## src/rtl/rv32_e_div_sequencer_pkg.sv

```systemverilog
// Shared types for the execute-stage divider: ALU op codes,
// divider FSM states and op classification helpers.
package rv32_e_div_sequencer_pkg;

   localparam int ALU_CONTROL_WIDTH = 5;

   localparam logic [ALU_CONTROL_WIDTH-1:0] ALU_ADD  = 5'd0;
   localparam logic [ALU_CONTROL_WIDTH-1:0] ALU_SUB  = 5'd1;
   localparam logic [ALU_CONTROL_WIDTH-1:0] ALU_AND  = 5'd2;
   localparam logic [ALU_CONTROL_WIDTH-1:0] ALU_OR   = 5'd3;
   localparam logic [ALU_CONTROL_WIDTH-1:0] ALU_XOR  = 5'd4;
   localparam logic [ALU_CONTROL_WIDTH-1:0] ALU_DIV  = 5'd12;
   localparam logic [ALU_CONTROL_WIDTH-1:0] ALU_DIVU = 5'd13;
   localparam logic [ALU_CONTROL_WIDTH-1:0] ALU_REM  = 5'd14;
   localparam logic [ALU_CONTROL_WIDTH-1:0] ALU_REMU = 5'd15;

   typedef enum logic [2:0] {
      IDLE,
      DIVIDE,
      SIGNFIX,
      SPECIAL,
      FINISH
   } div_state_t;

   function automatic logic is_div_op(
      input logic [ALU_CONTROL_WIDTH-1:0] c
   );
      return (c == ALU_DIV)  || (c == ALU_DIVU) ||
             (c == ALU_REM)  || (c == ALU_REMU);
   endfunction

   function automatic logic is_signed_op(
      input logic [ALU_CONTROL_WIDTH-1:0] c
   );
      return (c == ALU_DIV) || (c == ALU_REM);
   endfunction

   function automatic logic is_rem_op(
      input logic [ALU_CONTROL_WIDTH-1:0] c
   );
      return (c == ALU_REM) || (c == ALU_REMU);
   endfunction

endpackage

```

## src/rtl/rv32_e_div_sequencer_if.sv

```systemverilog
// Execute-stage <-> divider bundle: op issue, flush,
// pipeline stall and result return.
interface rv32_e_div_sequencer_if #(
   parameter int XLEN = 32
);
   import rv32_e_div_sequencer_pkg::*;

   logic                         start_i;
   logic [ALU_CONTROL_WIDTH-1:0] alu_control_i;
   logic [XLEN-1:0]              src_a_i;
   logic [XLEN-1:0]              src_b_i;
   logic                         flush_i;
   logic                         stall_o;
   logic                         done_o;
   logic [XLEN-1:0]              result_o;

   modport master (
      output start_i,
      output alu_control_i,
      output src_a_i,
      output src_b_i,
      output flush_i,
      input  stall_o,
      input  done_o,
      input  result_o
   );

   modport slave (
      input  start_i,
      input  alu_control_i,
      input  src_a_i,
      input  src_b_i,
      input  flush_i,
      output stall_o,
      output done_o,
      output result_o
   );

endinterface

```

## src/rtl/rv32_e_div_step.sv

```systemverilog
// One restoring division step: shift in the next dividend bit,
// trial-subtract the divisor, keep or restore, emit quotient bit.
module rv32_e_div_step #(
   parameter int XLEN = 32
) (
   input  logic [XLEN-1:0] rem_i,
   input  logic [XLEN-1:0] quo_i,
   input  logic [XLEN-1:0] div_i,
   output logic [XLEN-1:0] rem_o,
   output logic [XLEN-1:0] quo_o
);

   logic [XLEN:0] shl;
   logic [XLEN:0] diff;

   // One extra bit: shl can reach 2*div-1, and diff's top bit is the borrow
   assign shl   = {rem_i, quo_i[XLEN-1]};
   assign diff  = shl - {1'b0, div_i};
   assign rem_o = diff[XLEN] ? shl[XLEN-1:0] : diff[XLEN-1:0];
   assign quo_o = {quo_i[XLEN-2:0], ~diff[XLEN]};

endmodule

```

## src/rtl/rv32_e_div_sequencer.sv

```systemverilog
// Iterative DIV/DIVU/REM/REMU unit beside the EX-stage ALU;
// stalls the pipeline until the quotient or remainder is ready.
module rv32_e_div_sequencer
   import rv32_e_div_sequencer_pkg::*;
#(
   parameter int XLEN   = 32,
   parameter int UNROLL = 1
) (
   input logic                  clk_i,
   input logic                  rst_ni,
   rv32_e_div_sequencer_if.slave bus
);

   localparam int ITER = XLEN / UNROLL;
   localparam int CW   = (ITER > 1) ? $clog2(ITER) : 1;

   div_state_t      state;
   logic [CW-1:0]   cnt;
   logic            rem_op;
   logic            neg_q;
   logic            neg_r;
   logic [XLEN-1:0] rem_q;
   logic [XLEN-1:0] quo_q;
   logic [XLEN-1:0] dvs_q;
   logic [XLEN-1:0] res_q;
   logic            stall_q;
   logic            done_q;

   logic [XLEN-1:0] a;
   logic [XLEN-1:0] b;
   logic            acc;
   logic            op_sgn;
   logic            op_rem;
   logic            a_neg;
   logic            b_neg;
   logic [XLEN-1:0] abs_a;
   logic [XLEN-1:0] abs_b;
   logic            div0;
   logic            ovf;
   logic [XLEN-1:0] sp_res;
   logic [XLEN-1:0] q_fix;
   logic [XLEN-1:0] r_fix;
   logic [XLEN-1:0] fix_res;

   assign a      = bus.src_a_i;
   assign b      = bus.src_b_i;
   assign op_sgn = is_signed_op(bus.alu_control_i);
   assign op_rem = is_rem_op(bus.alu_control_i);
   assign acc    = (state == IDLE) && bus.start_i &&
                   is_div_op(bus.alu_control_i) && !bus.flush_i;

   assign a_neg = op_sgn & a[XLEN-1];
   assign b_neg = op_sgn & b[XLEN-1];
   assign abs_a = a_neg ? -a : a;
   assign abs_b = b_neg ? -b : b;

   assign div0 = (b == '0);
   assign ovf  = op_sgn && (a == {1'b1, {(XLEN-1){1'b0}}}) &&
                 (b == '1);

   // Short-path result is parked in the quotient register until SPECIAL
   assign sp_res = div0 ? (op_rem ? a : '1)
                        : (op_rem ? '0 : a);

   logic [XLEN-1:0] rem_c [UNROLL+1];
   logic [XLEN-1:0] quo_c [UNROLL+1];

   assign rem_c[0] = rem_q;
   assign quo_c[0] = quo_q;

   for (genvar i = 0; i < UNROLL; i++) begin : g_step
      rv32_e_div_step #(
         .XLEN (XLEN)
      ) u_step (
         .rem_i (rem_c[i]),
         .quo_i (quo_c[i]),
         .div_i (dvs_q),
         .rem_o (rem_c[i+1]),
         .quo_o (quo_c[i+1])
      );
   end

   assign q_fix   = neg_q ? -quo_q : quo_q;
   assign r_fix   = neg_r ? -rem_q : rem_q;
   assign fix_res = rem_op ? r_fix : q_fix;

   always_ff @(posedge clk_i or negedge rst_ni) begin
      if (!rst_ni) begin
         state   <= IDLE;
         cnt     <= '0;
         rem_op  <= 1'b0;
         neg_q   <= 1'b0;
         neg_r   <= 1'b0;
         rem_q   <= '0;
         quo_q   <= '0;
         dvs_q   <= '0;
         res_q   <= '0;
         stall_q <= 1'b0;
         done_q  <= 1'b0;
      end else if (state != IDLE && bus.flush_i) begin
         state   <= IDLE;
         stall_q <= 1'b0;
         done_q  <= 1'b0;
      end else begin
         unique case (state)
            IDLE: begin
               if (acc) begin
                  rem_op  <= op_rem;
                  neg_q   <= a_neg ^ b_neg;
                  neg_r   <= a_neg;
                  rem_q   <= '0;
                  dvs_q   <= abs_b;
                  stall_q <= 1'b1;
                  if (div0 || ovf) begin
                     quo_q <= sp_res;
                     state <= SPECIAL;
                  end else begin
                     quo_q <= abs_a;
                     cnt   <= CW'(ITER - 1);
                     state <= DIVIDE;
                  end
               end
            end
            DIVIDE: begin
               rem_q <= rem_c[UNROLL];
               quo_q <= quo_c[UNROLL];
               cnt   <= cnt - 1'b1;
               if (cnt == '0) state <= SIGNFIX;
            end
            SIGNFIX: begin
               res_q   <= fix_res;
               done_q  <= 1'b1;
               stall_q <= 1'b0;
               state   <= FINISH;
            end
            SPECIAL: begin
               res_q   <= quo_q;
               done_q  <= 1'b1;
               stall_q <= 1'b0;
               state   <= FINISH;
            end
            FINISH: begin
               done_q  <= 1'b0;
               stall_q <= 1'b0;
               state   <= IDLE;
            end
            default: state <= IDLE;
         endcase
      end
   end

   // IDLE must stall in the accept cycle itself, before any register updates
   assign bus.stall_o  = (state == IDLE) ? acc : stall_q;
   assign bus.done_o   = done_q;
   assign bus.result_o = res_q;

endmodule

```

## src/flat_wrapper.sv

```systemverilog
// flat-port wrapper written by rule: the top's interface ports become plain ports
module rv32_e_div_sequencer_flat import rv32_e_div_sequencer_pkg::*;
#(
   parameter int XLEN   = 32,
   parameter int UNROLL = 1
)
  (clk_i, rst_ni, bus_start_i, bus_alu_control_i, bus_src_a_i, bus_src_b_i, bus_flush_i, bus_stall_o, bus_done_o, bus_result_o);
  rv32_e_div_sequencer_if #(.XLEN(XLEN)) bus_i ();
  input logic clk_i;
  input logic rst_ni;
  input wire logic [$bits(bus_i.start_i)-1:0] bus_start_i;
  input wire logic [$bits(bus_i.alu_control_i)-1:0] bus_alu_control_i;
  input wire logic [$bits(bus_i.src_a_i)-1:0] bus_src_a_i;
  input wire logic [$bits(bus_i.src_b_i)-1:0] bus_src_b_i;
  input wire logic [$bits(bus_i.flush_i)-1:0] bus_flush_i;
  output wire logic [$bits(bus_i.stall_o)-1:0] bus_stall_o;
  output wire logic [$bits(bus_i.done_o)-1:0] bus_done_o;
  output wire logic [$bits(bus_i.result_o)-1:0] bus_result_o;
  assign bus_i.start_i = bus_start_i;
  assign bus_i.alu_control_i = bus_alu_control_i;
  assign bus_i.src_a_i = bus_src_a_i;
  assign bus_i.src_b_i = bus_src_b_i;
  assign bus_i.flush_i = bus_flush_i;
  assign bus_stall_o = bus_i.stall_o;
  assign bus_done_o = bus_i.done_o;
  assign bus_result_o = bus_i.result_o;
  rv32_e_div_sequencer #(.XLEN(XLEN), .UNROLL(UNROLL)) u_core (.clk_i(clk_i), .rst_ni(rst_ni), .bus(bus_i));
endmodule
```

## config.mk

```make
export PLATFORM = sky130hd
export DESIGN_NAME = rv32_e_div_sequencer_flat
export DESIGN_NICKNAME = d
export VERILOG_FILES = /design/src/rtl/rv32_e_div_sequencer_pkg.sv /design/src/rtl/rv32_e_div_sequencer_if.sv /design/src/rtl/rv32_e_div_step.sv /design/src/rtl/rv32_e_div_sequencer.sv /design/src/flat_wrapper.sv
export SDC_FILE = /design/constraint.sdc
export NUM_CORES = 1
export LEC_CHECK = 0
export CORE_MARGIN = 3
export CORE_UTILIZATION = 64
export CTS_CLUSTER_DIAMETER = 150
export DETAILED_ROUTE_END_ITERATION = 12
export HOLD_SLACK_MARGIN = 0.12
export PLACE_DENSITY_LB_ADDON = 0.1
export SLEW_MARGIN = 20
export SYNTH_ARGS = -nofsm -noshare
export SYNTH_HDL_FRONTEND = slang
export SYNTH_HIERARCHICAL = 1
export SYNTH_SLANG_ARGS = --single-unit
```

## constraint.sdc

```tcl
create_clock -name clk_i -period 6.6 [get_ports clk_i]
set_input_delay 1.65 -clock clk_i [delete_from_list [all_inputs] [get_ports clk_i]]
set_output_delay 1.65 -clock clk_i [all_outputs]
set_load 0.005 [all_outputs]
```

==> impl_metrics.tcl, run 1 <==
set metrics [dict create \
    post-route-min-period_ns 5.16 \
    hpwl_mm 25.7 \
    holdPathStages 2 \
    vias_per_cell 6.70 \
    cts_tree "built" \
    rsz0062_at_grt "no" \
    antenna_found_initial 0 \
    antenna_cells 0 \
    critical_path.max_fanout 3 \
    reg2regPathDepth 15 \
    start_kind "primary input" \
    cts_hold_buf 0 \
    cts-root-buf "clkbuf_16" \
    status "completed" \
    synth-edff-count 0 \
    cts_buffers 17 \
    timing.rr.end "u_core/rem_q[16]$_DFFE_PN0P_" \
    yosysWarningCount 6 \
    grt_first_pass_wirelength_mm 56.9 \
    grt_pass1_vias 10700 \
    hold_class "flop to flop" \
    seq_area_frac_synth_pct 30.2 \
    synth_top_cell_area_share_pct 30.2 \
    drtIter0Drc 1192 \
    synth_seq_cells 141 \
    io_buffer_count 106 \
    tns_ns 0 \
    grt_overflow 0 \
    cts_resized 0 \
    worst_setup_path_end_kind "output port" \
    postSynthAreaPerCell_um2 7.81 \
    synthFlopType "dfrtp_1" \
    dieArea_um2 19900 \
    core-area_um2 17600 \
    die_h_um 141 \
    worstPathArrival_ns 3.51 \
    power_density_nw_per_um2 252 \
    die_x_um 141 \
    fmax_mhz 194 \
    grt_max_degree 100 \
    clk_latency_ns 0.43 \
    ios 107 \
    clockBufferDepth 2 \
    fin_util_pct 74.6 \
    r2r_start "u_core/quo_q[31]$_DFFE_PN0P_" \
    syn-cell-area_um2 11700 \
    gr-usage-all-layers_pct 35.4 \
    place.gp.congestion 0.976 \
    fillerInstances 1404 \
    slew_viol_final 0 \
    cap_violations 0 \
    wl_per_cell_um 20.0 \
    finalSetupViolations 0 \
    cts_setup_buffers 0 \
    ys_types 84 \
    wl_mm 35.3 \
    relSlewSlack_pct 34.7 \
    cts_max_level 4 \
    drive_gt1_share_pct 6.19 \
    min_from "u_core/bus.result_o[7]$_DFFE_PN0P_" \
    row_count 48 \
    detail-route-antenna-nets 0 \
    netlist_top_cells_area "dfrtp_1 30%, o21ai_0 6.9%, nand2_1 6.5%" \
    synthArstFlopShare_pct 100 \
    syn_inst 1497 \
    min_period_over_period_pct 78.1 \
    yosysMostFrequentCell "nand2_1" \
    skew_ns 0.0130 \
    worstHoldEndpoint "u_core/bus.result_o[7]$_DFFE_PN0P_" \
    drc 0 \
    cts_num_sinks 141 \
    vias 11800 \
    cts.clk_slew.worst_paths_ns 0.06 \
    power_leakage_nw 5.63 \
    start_util_pct 66.4 \
    required_ns 4.95 \
    yosysTopAreaCell "dfrtp_1" \
    crit_type "primary input to output port" \
    vdd_ir_drop_max_uv 170 \
    syn-num-nets 1610 \
    worstMarginPinSlew_ns 0.979 \
    hold_viol 0 \
    first_pass_iters 6 \
    finalNetCount 1636 \
    synth_commonest_cells "202 x nand2_1, 161 x o21ai_0, 141 x dfrtp_1" \
    r2r_slack_ns 2.15 \
    area_growth_pct 12.3 \
]
-- metrics by stage --
stage / instances / hold WS (ns) / cell area (um^2) / power (mW) / setup slack [ns]
2_1_floorplan: 1497 / 0.439 / 11700 / 2.07 / 2.06
3_3_place_gp: 1729 / 0.454 / 12600 / 2.35 / 1.48
3_5_place_dp: 1729 / 0.469 / 12600 / 2.38 / 1.43
4_1_cts: 1760 / 0.482 / 13100 / 3.28 / 1.43
5_1_grt: 1760 / 0.507 / 13100 / 3.49 / 1.28
6_report: 1760 / 0.474 / 13100 / 3.31 / 1.44
-- placed cells by master, fill, tap and decap left out, types with 11 or more instances in the layout --
cell type,netlist,layout
nand4_1,17,17
a21oi_1,90,90
or4_1,16,16
clkbuf_16,0,17
nand3_1,73,73
inv_1,54,54
buf_4,31,12
a211oi_1,11,11
or3_1,24,24
xnor2_1,57,57
mux2_4,20,20
ha_1,39,39
nor3_1,42,41
dfrtp_1,141,141
a21o_1,21,21
a31oi_1,16,16
nor4_1,24,24
nor2_1,95,95
o22ai_1,24,24
o41ai_1,14,14
o31ai_1,26,26
and3_1,19,19
clkdlybuf4s50_1,0,105
nand2_1,202,201
o21ai_0,161,161
xor2_1,44,44
-- area by class of cell --
cell class / instances / area [um^2] / area share, %
repair buffers: 118 / 1150 / 8.78
clock buffers: 20 / 457 / 3.48
multi-input cells: 1188 / 7400 / 56.4
clock inverters: 11 / 90.1 / 0.686
well taps: 225 / 282 / 2.14
inverters: 57 / 214 / 1.63
flip-flops and latches: 141 / 3530 / 26.9
-- critical path, cell delays in order --
cell and delay, ns:
clkdlybuf4s50_1 0.42, and3b_1 0.32, nand2_1 0.18, nor2_1 0.22, nand2_2 0.08, o21ai_0 0.10
clkdlybuf4s50_1 0.53
-- worst max path at each step --
stage / depth (start not counted) / startpoint / to / slack, ns
2_1_floorplan: 7 / bus_alu_control_i[3] / bus_stall_o / 2.06
4_1_cts: 7 / bus_alu_control_i[4] / bus_stall_o / 1.43
6_report: 7 / bus_alu_control_i[4] / bus_stall_o / 1.44
3_3_place_gp: 7 / bus_alu_control_i[4] / bus_stall_o / 1.48
3_5_place_dp: 7 / bus_alu_control_i[3] / bus_stall_o / 1.43
5_1_grt: 7 / bus_alu_control_i[3] / bus_stall_o / 1.28
-- metal layers --
| layer | part of all wire [%] | vias up | track usage [%] | wire length [um] |
|---|---|---|---|---|
| li1 | - | 5483 | - | - |
| met1 | 43 | 5539 | 53.7 | 15300 |
| met2 | 43 | 703 | 51.8 | 15200 |
| met3 | 11 | 63 | 6.24 | 4020 |
| met4 | 2.1 | 0 | 10.5 | 732 |
| met5 | 0 | - | 0 | 0 |
-- power by group --
part           internal (mW)  switching, mW
combinational          0.534          0.695
clock                  0.501          0.388
sequential             0.988          0.204
-- flip-flops by register name, indices dropped and copies added (netlist names) --
| name | flops |
|---|---|
| u_core/bus.result_o | 32 |
| u_core/dvs_q | 32 |
| u_core/quo_q | 32 |
| u_core/rem_q | 32 |
| u_core/cnt | 5 |
| u_core/state | 3 |
| u_core/bus.done_o | 1 |
| u_core/neg_q | 1 |
| u_core/neg_r | 1 |
| u_core/rem_op | 1 |
| u_core/stall_q | 1 |
-- logic make-up after synthesis --
logic type,Yosys count,share of synthesized area (%)
AND/OR/NAND/NOR,569,24.0
AO/OA/AOI/OAI,448,23.6
buffers and inverters,168,6.70
flip-flops,141,30.2
XOR/XNOR,101,7.57
adder cells (fa/ha/maj),40,4.35
multiplexers,30,3.58
(Power assumes the default switching activity.)
==> run 2, diff against run 1 <==
--- a/config.mk
+++ b/config.mk
@@ -6,7 +6,7 @@
 export NUM_CORES = 1
 export LEC_CHECK = 0
 export CORE_MARGIN = 3
-export CORE_UTILIZATION = 64
+export CORE_UTILIZATION = 54
 export CTS_CLUSTER_DIAMETER = 150
 export DETAILED_ROUTE_END_ITERATION = 12
 export HOLD_SLACK_MARGIN = 0.12
==> constraint.sdc (replaced) <==
create_clock -name clk_i -period 4.2 [get_ports clk_i]
set_input_delay 1.05 -clock clk_i [delete_from_list [all_inputs] [get_ports clk_i]]
set_output_delay 1.05 -clock clk_i [all_outputs]
set_load 0.005 [all_outputs]
==> impl_metrics.tcl, run 2 (synthesized netlist as in run 1, its figures left out) <==
set metrics [dict create \
    grt.met2_usage_pct 44.6 \
    wl_per_cell_um 19.7 \
    die_h_um 153 \
    fillerInstances 1893 \
    cts_buffers 17 \
    worstMarginPinSlew_ns 1.02 \
    worstPathArrival_ns 2.96 \
    crit_type "primary input to output port" \
    reg2regPathDepth 15 \
    timing.rr.end "u_core/rem_q[10]$_DFFE_PN0P_" \
    final_common_cell "nand2_1" \
    grt_max_degree 90 \
    r2r_slack_ns 0.50 \
    met3_usage_pct 5.41 \
    dp_slack_ns 0.165 \
    drc 0 \
    wl_mm 36.5 \
    cts_resized 0 \
    grt_overflow 0 \
    vias 11600 \
    cts-root-buf "clkbuf_16" \
    post-route-min-period_ns 4.01 \
    finalNetCount 1675 \
    grt_first_pass_wirelength_mm 58.6 \
    hpwl_mm 27.5 \
    worst_setup_path_end_kind "output port" \
    setup.worst_path.start "bus_alu_control_i[3]" \
    tns_ns 0 \
    ios 107 \
    antenna_found_initial 2 \
    cts_hold_buf 0 \
    ff_latch_area_um2 3530 \
    status "completed" \
    r2r_start "u_core/rem_q[0]$_DFFE_PN0P_" \
    clk_latency_ns 0.43 \
    cts_max_level 4 \
    place.gp.congestion 0.939 \
    cts_num_sinks 141 \
    area_growth_pct 16.3 \
    clockBufferDepth 2 \
    grt_pass1_vias 10600 \
    min_period_over_period_pct 95.5 \
    required_ns 3.15 \
    cts_setup_buffers 0 \
    drtIter0Drc 1238 \
    vias_per_cell 6.28 \
    place_area_um2 13000 \
    critical_path.max_fanout 3 \
    core-area_um2 21200 \
    drive_gt1_share_pct 8.63 \
    io_buffer_count 106 \
    row_count 53 \
    rsz0062_at_grt "no" \
    relSlewSlack_pct 30.1 \
    multi_input_area_um2 7400 \
    vdd_ir_drop_max_uv 258 \
    cts.clk_slew.worst_paths_ns 0.07 \
    power_leakage_nw 5.87 \
    use_met1_pct 47.5 \
    die_x_um 153 \
    design_area_um2 13600 \
    layout_setup_ws_ns 0.191 \
    skew_ns 0.0112 \
    hold_viol 0 \
    dieArea_um2 23400 \
    slew_viol_final 0 \
    worstSetupEndpoint "bus_stall_o" \
    first_pass_iters 5 \
    cts_tree "built" \
    finalSetupViolations 0 \
    fmax_mhz 249 \
    power_density_nw_per_um2 397 \
    start_util_pct 55.3 \
    hold_class "flop to flop" \
    detail-route-antenna-nets 0 \
    top_usage_layer "met1" \
    gr-usage-all-layers_pct 30.7 \
    cap_violations 0 \
    start_kind "primary input" \
    p_total_mw 5.39 \
    final_cell_mix "201 x nand2_1, 161 x o21ai_0, 141 x dfrtp_1, 105 x clkdlybuf4s50_1, 95 x nor2_1" \
]
run 2: cell count changes in the layout (fill, tap and decap cells not counted):
cell	delta
buf_12	+5
buf_4	+34
bufinv_16	+1
clkbuf_1	-1
clkbuf_8	-2
clkinv_4	-3
clkinvlp_4	-4
diode_2	+1
inv_6	+5
inv_8	+5
run 2: through the flow:
step / utilization [%] / cells / hold WS, ns
floorplan: - / 1497 / 0.439
global placement: 61.4 / 1818 / 0.452
detailed placement: 61.4 / 1818 / 0.457
CTS: 64.2 / 1850 / 0.472
global route: 64.2 / 1850 / 0.510
finish: 64.2 / 1851 / 0.471
run 2: area by class of cell:
class	count	share of cell area (%)
Antenna cell	1	0.0184
Clock buffer	17	3.13
Clock inverter	15	1.21
Inverter	57	1.57
Multi-Input combinational cell	1188	54.5
Sequential cell	141	26.0
Tap cell	275	2.53
Timing Repair Buffer	157	11.1
run 2: worst max-delay path, cell delays in order:
cell and delay [ns]:
clkdlybuf4s50_1 0.46, and3b_1 0.30, nand2_1 0.20, nor2_1 0.24, nand2_2 0.09, o21ai_0 0.10
clkdlybuf4s50_1 0.52
run 2: layer usage:
layer,vias to the layer above,share of wire (%)
met5,-,0
met1,5488,47
met3,50,9.1
met4,0,1.9
met2,532,42
li1,5549,-
run 2: report_power, final:
part / internal, mW / leakage [nW] / switching (mW)
clock: 0.848 / 0.289 / 0.692
combinational: 0.878 / 3.73 / 1.08
sequential: 1.55 / 1.86 / 0.342
total: 3.28 / 5.87 / 2.12
run 2: worst min-delay path by stage:
stage / start / end / slack (ns) / depth (start not counted)
finish: u_core/dvs_q[23]$_DFFE_PN0P_ / u_core/dvs_q[23]$_DFFE_PN0P_ / 0.47 / 2
floorplan: u_core/dvs_q[23]$_DFFE_PN0P_ / u_core/dvs_q[23]$_DFFE_PN0P_ / 0.44 / 2
CTS: u_core/dvs_q[23]$_DFFE_PN0P_ / u_core/dvs_q[23]$_DFFE_PN0P_ / 0.47 / 2
global route: u_core/dvs_q[23]$_DFFE_PN0P_ / u_core/dvs_q[23]$_DFFE_PN0P_ / 0.51 / 2
detailed placement: u_core/dvs_q[23]$_DFFE_PN0P_ / u_core/dvs_q[23]$_DFFE_PN0P_ / 0.46 / 2
global placement: u_core/dvs_q[31]$_DFFE_PN0P_ / u_core/dvs_q[31]$_DFFE_PN0P_ / 0.45 / 2
